**config.mk**
```make
export PLATFORM = sky130hd
export DESIGN_NAME = dac_spi_tx
export DESIGN_NICKNAME = d
export VERILOG_FILES = /design/src/rtl/dac_spi_tx.sv
export SDC_FILE = /design/constraint.sdc
export NUM_CORES = 1
export LEC_CHECK = 0
export CAP_MARGIN = 20
export CORE_AREA = 2 2 73 75
export CTS_CLUSTER_SIZE = 20
export DETAILED_ROUTE_END_ITERATION = 6
export DIE_AREA = 0 0 75 77
export PLACE_DENSITY = 0.84
export SYNTH_ARGS = -nofsm -noshare
export SYNTH_HDL_FRONTEND = slang
export SYNTH_SLANG_ARGS = --single-unit
```
**constraint.sdc**
```tcl
create_clock -name clk -period 5.45 [get_ports clk]
set_input_delay 0.545 -clock clk [delete_from_list [all_inputs] [get_ports clk]]
set_output_delay 0.545 -clock clk [all_outputs]
set_load 0.01 [all_outputs]
```
**src/rtl/dac_spi_tx.sv**
```systemverilog
// Serialises {cmd, sample} frames to an SPI DAC (mode 0, MSB first) and strobes LDAC_N afterwards.
// Build option: define DAC_SPI_TX_OFFSET_BIN_EN to convert two's-complement samples to offset binary.
module dac_spi_tx #(
    parameter int unsigned DATA_WIDTH = 16,
    parameter int unsigned CMD_WIDTH  = 8,
    parameter int unsigned CLK_DIV    = 4
) (
    input  logic                  clk,
    input  logic                  reset_n,
    input  logic [DATA_WIDTH-1:0] in_data,
    input  logic [CMD_WIDTH-1:0]  in_cmd,
    input  logic                  in_valid,
    output logic                  in_ready,
    output logic                  dac_sclk,
    output logic                  dac_cs_n,
    output logic                  dac_mosi,
    output logic                  dac_ldac_n,
    output logic                  busy,
    output logic                  frame_done
);

    localparam int unsigned FRAME = CMD_WIDTH + DATA_WIDTH;
    localparam int unsigned BIT_W = $clog2(FRAME);
    localparam logic [7:0]       PH_LAST  = 8'(CLK_DIV - 1);
    localparam logic [BIT_W-1:0] BIT_LAST = BIT_W'(FRAME - 1);

    typedef enum logic [2:0] {
        S_IDLE,
        S_SETUP,
        S_SHIFT,
        S_HOLD,
        S_LDAC
    } state_t;

    state_t             state;
    logic [7:0]         phase;
    logic [BIT_W-1:0]   bit_cnt;
    logic [FRAME-1:0]   shreg;
    logic [DATA_WIDTH-1:0] data_fmt;
    logic [FRAME-1:0]   frame_word;
    logic               phase_done;

`ifdef DAC_SPI_TX_OFFSET_BIN_EN
    assign data_fmt = {~in_data[DATA_WIDTH-1], in_data[DATA_WIDTH-2:0]};
`else
    assign data_fmt = in_data;
`endif

    assign frame_word = {in_cmd, data_fmt};
    assign phase_done = (phase == PH_LAST);
    assign in_ready   = (state == S_IDLE);
    assign busy       = (state != S_IDLE);

    // Frame sequencer; every SPI pin is driven from this register block.
    always_ff @(posedge clk) begin
        if (!reset_n) begin
            state      <= S_IDLE;
            phase      <= 8'd0;
            bit_cnt    <= '0;
            shreg      <= '0;
            dac_sclk   <= 1'b0;
            dac_cs_n   <= 1'b1;
            dac_mosi   <= 1'b0;
            dac_ldac_n <= 1'b1;
            frame_done <= 1'b0;
        end else begin
            frame_done <= 1'b0;
            case (state)
                S_IDLE: begin
                    if (in_valid) begin
                        shreg    <= frame_word;
                        dac_mosi <= frame_word[FRAME-1];
                        dac_cs_n <= 1'b0;
                        phase    <= 8'd0;
                        bit_cnt  <= '0;
                        state    <= S_SETUP;
                    end
                end
                S_SETUP: begin
                    if (phase_done) begin
                        phase    <= 8'd0;
                        dac_sclk <= 1'b1;
                        state    <= S_SHIFT;
                    end else begin
                        phase <= phase + 8'd1;
                    end
                end
                S_SHIFT: begin
                    if (phase_done) begin
                        phase <= 8'd0;
                        // Data advances on the falling edge so it is stable across the next rise.
                        if (dac_sclk) begin
                            dac_sclk <= 1'b0;
                            if (bit_cnt != BIT_LAST) begin
                                shreg    <= shreg << 1;
                                dac_mosi <= shreg[FRAME-2];
                            end
                        end else if (bit_cnt == BIT_LAST) begin
                            state <= S_HOLD;
                        end else begin
                            bit_cnt  <= bit_cnt + BIT_W'(1);
                            dac_sclk <= 1'b1;
                        end
                    end else begin
                        phase <= phase + 8'd1;
                    end
                end
                S_HOLD: begin
                    if (phase_done) begin
                        phase      <= 8'd0;
                        dac_cs_n   <= 1'b1;
                        dac_ldac_n <= 1'b0;
                        state      <= S_LDAC;
                    end else begin
                        phase <= phase + 8'd1;
                    end
                end
                S_LDAC: begin
                    if (phase_done) begin
                        phase      <= 8'd0;
                        dac_ldac_n <= 1'b1;
                        dac_mosi   <= 1'b0;
                        frame_done <= 1'b1;
                        state      <= S_IDLE;
                    end else begin
                        phase <= phase + 8'd1;
                    end
                end
                default: state <= S_IDLE;
            endcase
        end
    end

endmodule

```
# ---- Word level (Yosys, flattened, before mapping)
# Cells that the tools add are included.
# W data, S select, Z words.
dict set report op_classes {
  add_sub_neg 2
  n_eq_ne 17
  muxes 36
  reduce_logical 18
}
# operator count
set op_table {}
lappend op_table {{$mux W23} 4}
lappend op_table {{$pmux W23 S2} 1}
lappend op_table {{$mux W3} 7}
lappend op_table {{$mux W5} 4}
lappend op_table {{$ne A2 B2 Y1 const B} 10}
lappend op_table {{$mux W8} 2}
lappend op_table {{$pmux W8 S2} 1}
lappend op_table {{$pmux W3 S5} 1}
lappend op_table {{$mux W1} 11}
lappend op_table {{$pmux W5 S2} 1}
lappend op_table {{$reduce_and A5 Y1} 2}
lappend op_table {{$reduce_bool A2 Y1} 5}
lappend op_table {{$reduce_and A3 Y1} 3}
lappend op_table {{$add A8 B1 Y8 const B} 1}
lappend op_table {{$eq A8 B2 Y1 const B} 1}
lappend op_table {{$reduce_and A7 Y1} 1}
lappend op_table {{$eq A3 B2 Y1 const B} 2}
lappend op_table {{$pmux W1 S2} 3}
lappend op_table {{$reduce_and A6 Y1} 1}
lappend op_table {{$reduce_bool A3 Y1} 2}
lappend op_table {{$add A5 B1 Y5 const B} 1}
lappend op_table {{$eq A5 B5 Y1 const B} 1}
lappend op_table {{$ne A5 B5 Y1 const B} 1}
lappend op_table {{$reduce_and A2 Y1} 2}
lappend op_table {{other kinds (5)} 5}
dict set report word_totals {
  ff_bits 44
  out_inout_bits 7
}

# ---- Logic depth before layout (Yosys ltp)
# Gate-level depths: netlist of the first run.
dict set report depth {
  ltp_word 5
  mapped_depth 7
  ltp_nobuf 5
}

# ---- Worst setup path before layout of the first run
# OpenSTA, ideal clock, no wires.
dict set report synth_timing {
  path_kind {flip-flop to flip-flop}
  from {reg phase[0]}
  to {reg phase[2]}
  t_arrival_ns 1.689
  t_required_ns 5.326
  setup_slack_ns 3.637
  path_stages_with_launch 6
  path_buffers 0
  period_less_slack_ns 1.813
  cell_sequence {dfxtp_1 > ha_1 > or4b_4 > o31a_1 > o211ai_2 > nor2_1}
}
dict set report synth_between {
  elab_chain_cells 3
}
# element line_no
set synth_rtl {}
lappend synth_rtl {{start: declaration} 36} ;# logic [7:0] phase;
lappend synth_rtl {{start signal: assignment} 85} ;# phase <= phase + 8'd1;
lappend synth_rtl {{start signal: assignment} 105} ;# phase <= phase + 8'd1;
lappend synth_rtl {{start signal: assignment} 115} ;# phase <= phase + 8'd1;
lappend synth_rtl {{$add A8 B1 Y8 or $eq A8 B2 Y1 (tied branches)} --}
lappend synth_rtl {{$mux W8 *} --}
lappend synth_rtl {{$pmux W8 S2 *} 68} ;# case (state)
# Mark *: on every way between the ends. The rest lies on a longest branch, timed or not.
# A chain may end at the register's enable or synchronous reset.

# ---- Worst setup path in the final report of the first run
dict set report layout_timing {
  from {reg state[1]}
  to {reg shreg[15]}
}
dict set report layout_between {
  elab_chain_cells 3
}
# element line_no
set layout_rtl {}
lappend layout_rtl {{start: declaration} 35} ;# state_t state;
lappend layout_rtl {{start signal: assignment} 57} ;# state <= S_IDLE;
lappend layout_rtl {{start signal: assignment} 76} ;# state <= S_SETUP;
lappend layout_rtl {{start signal: assignment} 83} ;# state <= S_SHIFT;
lappend layout_rtl {{$eq A3 B2 Y1 or $logic_not A3 Y1 (tied branches)} 68}
lappend layout_rtl {{$ne A2 B2 Y1 (no source line) or $reduce_bool A2 Y1 (tied branches)} --}
lappend layout_rtl {{$reduce_and A5 Y1 (no source line)} --}
lappend layout_rtl {{end signal: assignment} 71} ;# shreg <= frame_word;
lappend layout_rtl {{end signal: assignment} 95} ;# shreg <= shreg << 1;
lappend layout_rtl {{end: declaration} 38} ;# logic [FRAME-1:0] shreg;
# Parallel ways exist; a longest one is shown, timed or not.

==> impl_metrics.ini, run 1 <==
[clock_tree]
htree_levels = 2
cts-buffers-inserted = 5
clock_sinks = 44
cts_tree = yes
cts_root_buffer = clkbuf_8
cts_hold_buf = 0
worstSkewPairLatency_ns = 0.30
clkSlewWorstSetupHoldPaths_ns = 0.08
cts_setup_buffers = 0
ctsResizeCount = 0
clockBufferDepth = 2

[sta]
setup_tns_ns = 0
slew_viol_final = 0
rsz0062_at_grt = false
finalSetupViolations = 0
worst_slew_pin_slew_ns = 0.851
layout_min_cycle_time_ns = 2.50
finalClockSkew_ns = 0.00835
period_share = 0.459
max_freq_mhz = 400
relSlewSlack = 0.432
finalHoldViolations = 0

[finish]
n_antenna_cell = 0
finish.instance_area_mm2 = 0.00281
fin_util = 0.565
nets = 321
drive_gt1_frac = 0.0753
mostFrequentLayoutCells = dfxtp_1 (44), clkdlybuf4s50_1 (33), nand3_1 (32), a21oi_1 (26), mux2i_1 (24)
nFillCells = 447
syn2layout_area_growth_pct = 17.0
layout_commonest_cell = dfxtp_1

[synth]
synth.net_count = 301
avgSynthCellArea_um2 = 8.84
synth_cell_types = 51
syn_inst = 272
synth_warnings = 0
synthFlopType = dfxtp_1
async_flop_share = 0
netlist_area_mm2 = 0.00240
synth_edf_count = 0
ys_seq_area_frac = 0.366
ys_ff_latch = 44

[global_route]
use_met2 = 0.275
grt_pass1_vias = 1872
grt_use_met1 = 0.243
antenna_found_initial = 0
gr-total-overflow = 0
grtUsageMet3 = 0.0486
grt_max_degree = 50
grt_pass1_wl_um = 8290
busiest_layer = met2
grt_util_all_layers = 0.180

[drt]
drt_wl_total_um = 5110
drcViolationCount = 0
via_per_inst = 5.80
dr.first_iter.drc_count = 198
via_count = 2101
wire_per_inst_um = 14.1
ant_nets = 0
drtPass1Iterations = 4

[setup_path]
cp_cell_sequence = nor3b_2, buf_4, mux2i_1, a21o_1, a21oi_1
required_ns = 5.60
crit_family = flip-flops
crit_path_max_incr_delay_ns = 0.75
critical_path_buf_inv_count = 1
arrival_ns = 2.66
cp_max_fo = 22
path_class = reg2reg
crit_path_end_kind = register
worstSetupStartpointType = register
crit_path_top_delay_cell = dfxtp_1

[floorplanning]
floorplan.initialDensity = 0.483
die_area_mm2 = 0.00578
io_pins = 34
num_rows = 26
fp.dieW_um = 75
core_mm2 = 0.00498
die_y_um = 77

[hold_path]
hold_path_class = reg2reg

[placed_design]
gp_congestion = 0.807
io_buffers = 33
place_hpwl_um = 3380
place_area_mm2 = 0.00273

[pwr]
powerDensity_mw_per_mm2 = 222
p_leak_nw = 0.938
ir_drop_mv = 0.103
total_power_mw = 0.625

[flow_run]
drv_cap = 0

[outcome]
status = finished clean
[registers in the layout, summed over array words and instances (netlist names)]
name,flops
phase,8
dac_mosi,1
dac_sclk,1
state,3
dac_ldac_n,1
frame_done,1
shreg,23
dac_cs_n,1
bit_cnt,5
[worst reg2reg max path, delay by kind of cell (launching register included)]
family,cells,cell delay (ns)
flip-flops,1,0.75
AND/OR/NAND/NOR,1,0.71
buffers and inverters,1,0.47
multiplexers,1,0.26
AO/OA/AOI/OAI,2,0.18
[per-stage QoR]
| step | cells | worst slack [ns] | hold WS (ns) |
|---|---|---|---|
| after CTS | 362 | 2.98 | 0.471 |
| after detailed placement | 355 | 2.96 | 0.460 |
| final | 362 | 2.95 | 0.466 |
| after floorplan | 272 | 3.64 | 0.443 |
| after global placement | 355 | 2.97 | 0.450 |
| after global routing | 362 | 2.81 | 0.492 |
[synth_stat cells, types with 2 or more instances]
| cell | n | area share |
|---|---|---|
| mux2i_1 | 24 | 0.10 |
| nor4_1 | 2 | 0.0052 |
| o21ai_1 | 2 | 0.0042 |
| o211ai_1 | 3 | 0.0094 |
| nand3_1 | 32 | 0.067 |
| nor2_1 | 15 | 0.023 |
| or4_1 | 2 | 0.0062 |
| a21o_1 | 22 | 0.069 |
| nor3_2 | 2 | 0.0083 |
| nand4_1 | 8 | 0.021 |
| clkbuf_1 | 9 | 0.014 |
| buf_6 | 2 | 0.0094 |
| buf_2 | 8 | 0.017 |
| o21ai_0 | 4 | 0.0083 |
| a21oi_1 | 26 | 0.054 |
| nor4b_1 | 2 | 0.0073 |
| o31ai_1 | 2 | 0.0062 |
| xnor2_1 | 7 | 0.026 |
| nand4b_1 | 4 | 0.015 |
| nand2_1 | 10 | 0.016 |
| buf_1 | 2 | 0.0031 |
| dfxtp_1 | 44 | 0.37 |
| buf_4 | 2 | 0.0062 |
| inv_1 | 6 | 0.0094 |
| ha_1 | 2 | 0.010 |
| nor3b_1 | 3 | 0.0094 |
| nor3_1 | 3 | 0.0062 |
[report_power, final]
group          leakage, nW  internal [mW]  switching [mW]  total (mW)
Sequential           0.359          0.334         0.00990       0.344
Combinational        0.539         0.0426          0.0371      0.0797
Clock               0.0400         0.0869           0.114       0.201
[worst paths after layout]
| kind | from | end | slack (ns) | cells after the start |
|---|---|---|---|---|
| max reg2reg | state[1]$_SDFFE_PN0P_ | shreg[15]$_SDFFE_PN0P_ | 2.95 | 5 |
| min reg2reg | shreg[2]$_SDFFE_PN0P_ | shreg[2]$_SDFFE_PN0P_ | 0.47 | 2 |
| max | state[1]$_SDFFE_PN0P_ | shreg[15]$_SDFFE_PN0P_ | 2.95 | 5 |
| min | shreg[2]$_SDFFE_PN0P_ | shreg[2]$_SDFFE_PN0P_ | 0.47 | 2 |
[metal layers]
| layer | up-vias | part of all wire |
|---|---|---|
| li1 | 1046 | - |
| met1 | 991 | 0.47 |
| met2 | 56 | 0.47 |
| met3 | 8 | 0.049 |
| met4 | 0 | 0.018 |
| met5 | - | 0 |
[cell type report]
| cell class | instances | area, um2 | area share |
|---|---|---|---|
| well taps | 70 | 87.6 | 0.0312 |
| multi-input cells | 199 | 1390 | 0.493 |
| clock buffers | 5 | 68.8 | 0.0245 |
| inverters | 6 | 22.5 | 0.00801 |
| flip-flops and latches | 44 | 881 | 0.313 |
| repair buffers | 36 | 353 | 0.126 |
| clock inverters | 2 | 12.5 | 0.00445 |
[logic make-up after synthesis]
family / synth area share
xor gates and xnor gates: 0.0255
AOI/OAI and AO/OA: 0.204
and+or+nand+nor: 0.235
adders and majority gates: 0.0104
buffers and inverters: 0.0588
DFF: 0.366
muxes: 0.0999
Power figures use the tool's default switching activity.
==> run 2: changes to the inputs <==
==> constraint.sdc (replaced) <==
create_clock -name clk -period 2.55 [get_ports clk]
set_input_delay 0.255 -clock clk [delete_from_list [all_inputs] [get_ports clk]]
set_output_delay 0.255 -clock clk [all_outputs]
set_load 0.01 [all_outputs]
==> run 2 against run 1 <==
Effect of this change: global-route usage is 1.1 points higher; power is 130% higher; first-iteration DRC count is 48% lower; utilization is 1.4 points higher; cell count is 1.1% higher; clock power is 150% higher; critical path depth is 3 lower; combinational power is 120% higher; sequential power is 110% higher; via count is 0.24% higher; cell area is 2.4% higher; critical path type is now reg2out.
==> impl_metrics.ini, run 2 (same netlist as run 1, synthesis figures left out) <==
[setup_path]
ff2ff_path_depth = 5
crit_path_end_kind = output port
crit_path_max_incr_delay_ns = 0.62
r2r_start = phase[0]$_SDFFE_PN0P_
worstSetupStartpointType = register
reg2reg_setup_slack_ns = 0.50
arrival_ns = 1.84
cp_max_fo = 13
crit_start = state[0]$_SDFFE_PN0P_
reg2reg_to = dac_sclk$_SDFFE_PN0P_
crit_end = in_ready
path_class = reg2out
crit_path_top_delay_cell = clkdlybuf4s50_1
cp_cell_sequence = nor3_2, clkdlybuf4s50_1
required_ns = 2.30

[placed_design]
io_buffers = 33
gp_congestion = 0.874
place_hpwl_um = 3550
dpl.cell_count = 360
pre_cts_slack_ns = 0.547

[global_route]
grt_util_all_layers = 0.191
grt_pass1_vias = 2001
antenna_found_initial = 0
grt_max_degree = 48
gr-total-overflow = 0
grt_pass1_wl_um = 8840

[finish]
fin_cells = 366
drive_gt1_frac = 0.0878
nets = 326
largest_reg_flops = 23
reg_top3 = shreg: 23 flops, phase: 8 flops, bit_cnt: 5 flops
layout_commonest_cell = dfxtp_1
syn2layout_area_growth_pct = 19.8
mostFrequentLayoutCells = dfxtp_1 (44), clkdlybuf4s50_1 (33), nand3_1 (32), a21oi_1 (26), mux2i_1 (24)
n_antenna_cell = 0
nFillCells = 447
largest_register = shreg

[clock_tree]
clockBufferDepth = 2
ctsResizeCount = 0
worstSkewPairLatency_ns = 0.29
clock_sinks = 44
cts_setup_buffers = 0
cts_hold_buf = 0
htree_levels = 2
cts-buffers-inserted = 5
cts_tree = yes
cts_root_buffer = clkbuf_8
clkSlewWorstSetupHoldPaths_ns = 0.07

[sta]
rsz0062_at_grt = false
finalClockSkew_ns = 0.00364
postLayoutSetupSlackWorst_ns = 0.455
period_share = 0.821
worst_slew_pin_slew_ns = 0.717
slew_viol_final = 0
layout_min_cycle_time_ns = 2.09
finalHoldViolations = 0
relSlewSlack = 0.521
setup_tns_ns = 0
finalSetupViolations = 0
max_freq_mhz = 477

[pwr]
p_leak_nw = 0.976
powerDensity_mw_per_mm2 = 488
ir_drop_mv = 0.246
total_power_mw = 1.41

[hold_path]
hold_path_class = reg2reg
min_from = shreg[12]$_SDFFE_PN0P_

[drt]
wire_per_inst_um = 14.6
dr.first_iter.drc_count = 103
via_per_inst = 5.75
ant_nets = 0
via_count = 2106
drcViolationCount = 0
drtPass1Iterations = 4
drt_wl_total_um = 5350

[floorplanning]
io_pins = 34
floorplan.initialDensity = 0.483
fp.dieW_um = 75
die_area_mm2 = 0.00578
die_y_um = 77
num_rows = 26
core_mm2 = 0.00498

[outcome]
status = finished clean

[flow_run]
drv_cap = 0
run 2: through the flow:
step	hold slack (ns)	util	cell area (um2)
2_1_floorplan	0.432	-	2400
3_3_place_gp	0.449	0.559	2780
3_5_place_dp	0.455	0.559	2780
4_1_cts	0.466	0.578	2880
5_1_grt	0.490	0.578	2880
6_report	0.463	0.578	2880
run 2: routing by layer:
layer,share of wire,vias to the layer above,GRT usage
met1,0.46,1005,0.252
met5,0,-,0
met3,0.047,6,0.0486
met2,0.48,44,0.303
li1,-,1051,-
met4,0.011,0,0.0589
run 2: worst min-delay path by stage:
stage                                  end  cells after the start
floorplan            shreg[0]$_SDFFE_PN0P_                      2
global placement    shreg[20]$_SDFFE_PN0P_                      2
detailed placement  shreg[12]$_SDFFE_PN0P_                      2
CTS                 shreg[12]$_SDFFE_PN0P_                      2
global route         shreg[8]$_SDFFE_PN0P_                      2
finish              shreg[12]$_SDFFE_PN0P_                      2
run 2: worst max-delay path, delay by kind of cell (launching register included):
family | cells | cell delay, ns
buffers and inverters | 1 | 0.62
DFF | 1 | 0.49
and+or+nand+nor | 1 | 0.44
run 2: area by class of cell:
type                       instances  area (um2)  share of cell area
clock buffer                       5        68.8              0.0239
clock inverter                     1        30.0              0.0104
inverter                           6        22.5             0.00782
multi-input combinational        199        1390               0.482
sequential                        44         881               0.306
tap                               70        87.6              0.0304
timing repair buffer              41         403               0.140
run 2: power breakdown:
| group | total (mW) | internal (mW) | leakage, nW | switching (mW) |
|---|---|---|---|---|
| clock network | 0.494 | 0.281 | 0.0501 | 0.213 |
| registers | 0.735 | 0.714 | 0.359 | 0.0209 |
| logic | 0.177 | 0.0947 | 0.567 | 0.0826 |
==> run 3: changes to the inputs <==
--- a/config.mk
+++ b/config.mk
@@ -6,11 +6,11 @@
 export NUM_CORES = 1
 export LEC_CHECK = 0
 export CAP_MARGIN = 20
-export CORE_AREA = 2 2 73 75
+export CORE_AREA = 2 2 74 76
 export CTS_CLUSTER_SIZE = 20
 export DETAILED_ROUTE_END_ITERATION = 6
-export DIE_AREA = 0 0 75 77
-export PLACE_DENSITY = 0.84
+export DIE_AREA = 0 0 76 78
+export PLACE_DENSITY = 0.85
 export SYNTH_ARGS = -nofsm -noshare
 export SYNTH_HDL_FRONTEND = slang
 export SYNTH_SLANG_ARGS = --single-unit
==> constraint.sdc (replaced) <==
create_clock -name clk -period 1.8 [get_ports clk]
set_input_delay 0.18 -clock clk [delete_from_list [all_inputs] [get_ports clk]]
set_output_delay 0.18 -clock clk [all_outputs]
set_load 0.01 [all_outputs]
==> run 3 against run 2 <==
Effect of this change: via count is 4.9% higher; setup slack lost 0.45 ns; clock skew about the same; power increased by 35%; cell count up 5.7%; first-iteration DRC count increased by 49%; critical path depth rose by 3; global-route usage up 0.36 points; sequential power increased by 41%; hold slack better by 0.0046 ns; die area is 2.6% higher; sequential cell count did not move; largest power group unchanged; highest routed layer unchanged.
==> impl_metrics.ini, run 3 (same netlist as run 1, synthesis figures left out) <==
[outcome]
status = finished clean

[setup_path]
crit_family = simple AND/OR/NAND/NOR gates
arrival_ns = 1.97
ff2ff_path_depth = 5
crit_path_end_kind = register
crit_path_top_delay_cell = or4b_4
r2r_start = phase[1]$_SDFFE_PN0P_
worstSetupStartpointType = register
required_ns = 1.98
cp_cell_sequence = ha_4, or4b_4, o31a_1, o211ai_4, nor2_1
crit_path_max_incr_delay_ns = 0.52
reg2reg_setup_slack_ns = 0.008
path_class = reg2reg
reg2reg_to = phase[5]$_SDFFE_PN0P_
cp_max_fo = 6
critical_path_buf_inv_count = 0

[finish]
reg_top3 = shreg: 23 flops, phase: 8 flops, bit_cnt: 5 flops
nets = 346
nFillCells = 413
layout_commonest_cell = dfxtp_1
syn2layout_area_growth_pct = 28.0
mostFrequentLayoutCells = dfxtp_1 (39), nand3_1 (32), clkdlybuf4s50_1 (32), buf_4 (26), a21oi_1 (25)
finish.instance_area_mm2 = 0.00308
largest_register = shreg
largest_reg_flops = 23
n_antenna_cell = 0
drive_gt1_frac = 0.170

[placed_design]
place_area_mm2 = 0.00292
gp_congestion = 0.825
place_hpwl_um = 3790
io_buffers = 33

[sta]
timing.hold.ws_ns = 0.467
finalHoldViolations = 0
worst_slew_pin_slew_ns = 0.361
max_freq_mhz = 558
slew_viol_final = 0
period_share = 0.995
finalSetupViolations = 0
finalClockSkew_ns = 0.00407
relSlewSlack = 0.756
layout_min_cycle_time_ns = 1.79
rsz0062_at_grt = true

[clock_tree]
clkSlewWorstSetupHoldPaths_ns = 0.08
clock_sinks = 44
cts_tree = yes
worstSkewPairLatency_ns = 0.29
htree_levels = 2
clockBufferDepth = 2
cts_root_buffer = clkbuf_8
cts-buffers-inserted = 5

[hold_path]
holdPathStages = 2
hold_path_class = reg2reg
min_from = shreg[2]$_SDFFE_PN0P_
holdPathEnd = shreg[2]$_SDFFE_PN0P_

[global_route]
grt_pass1_vias = 2162
gr-total-overflow = 0
antenna_found_initial = 0
grt_pass1_wl_um = 9540
grt_util_all_layers = 0.195
grt_max_degree = 49

[flow_run]
drv_cap = 0

[pwr]
powerDensity_mw_per_mm2 = 619
ir_drop_mv = 0.366
total_power_mw = 1.90
p_leak_nw = 1.09

[drt]
drcViolationCount = 0
ant_nets = 0
via_count = 2209
drtPass1Iterations = 6
via_per_inst = 5.71
dr.first_iter.drc_count = 153
wire_per_inst_um = 14.9
drt_wl_total_um = 5760

[floorplanning]
floorplan.initialDensity = 0.477
num_rows = 26
die_area_mm2 = 0.00593
fp.dieW_um = 76
io_pins = 34
core_mm2 = 0.00504
die_y_um = 78
-- run 3: per-layer routing --
metal  global-route usage  wire (um)
met3               0.0384        213
met5                    0          0
met1                0.245       2560
met4               0.0855         84
met2                0.326       2910
-- run 3: through the flow --
step | std cells | setup TNS [ns] | setup slack [ns] | utilization
2_1_floorplan | 272 | 0 | 0.0156 | -
5_1_grt | 387 | -0.154 | -0.0421 | 0.610
3_3_place_gp | 377 | -0.00167 | -0.00167 | 0.580
6_report | 387 | 0 | 0.00834 | 0.610
4_1_cts | 386 | 0 | 0.00650 | 0.604
3_5_place_dp | 377 | -0.254 | -0.0563 | 0.580
-- run 3: final cells by class --
cell class / count / area, um2 / share of cell area
sequential: 44 / 887 / 0.288
clock buffer: 6 / 72.6 / 0.0236
clock inverter: 1 / 5.00 / 0.00163
multi-input combinational: 199 / 1430 / 0.466
tap: 70 / 87.6 / 0.0285
timing repair buffer: 61 / 568 / 0.185
inverter: 6 / 22.5 / 0.00732
-- run 3: tightest hold or removal path, delay by kind of cell, from the launching register on --
kind,cells,cell delay (ns)
compound gates,1,0.05
flops,1,0.31
simple gates,1,0.06
-- run 3: power by group --
part           leakage [nW]  internal (mW)  switching, mW  total (mW)
Combinational         0.683          0.157          0.127       0.285
Clock                0.0410          0.264          0.314       0.578
Sequential            0.361           1.01         0.0284        1.04
Total                  1.09           1.43          0.469        1.90
-- run 3: worst max path at each step --
| stage | start | end | slack (ns) | depth (start not counted) |
|---|---|---|---|---|
| floorplan | phase[1]$_SDFFE_PN0P_ | phase[2]$_SDFFE_PN0P_ | 0.02 | 5 |
| global placement | phase[1]$_SDFFE_PN0P_ | phase[6]$_SDFFE_PN0P_ | -0.002 | 5 |
| detailed placement | phase[1]$_SDFFE_PN0P_ | phase[3]$_SDFFE_PN0P_ | -0.06 | 5 |
| CTS | phase[1]$_SDFFE_PN0P_ | state[0]$_SDFFE_PN0P_ | 0.006 | 5 |
| global route | phase[0]$_SDFFE_PN0P_ | phase[5]$_SDFFE_PN0P_ | -0.04 | 5 |
| finish | phase[1]$_SDFFE_PN0P_ | phase[5]$_SDFFE_PN0P_ | 0.008 | 5 |
-- run 3: repair_timing --
item / 4_1_cts / 5_1_grt
cloned: 0 / 0
hold buffers: 0 / 0
resized for setup: 7 / 4
setup endpoints to repair: 15 / 16
pin swaps: 3 / 4
setup buffers: 2 / 1
hold endpoints to repair: 0 / 0
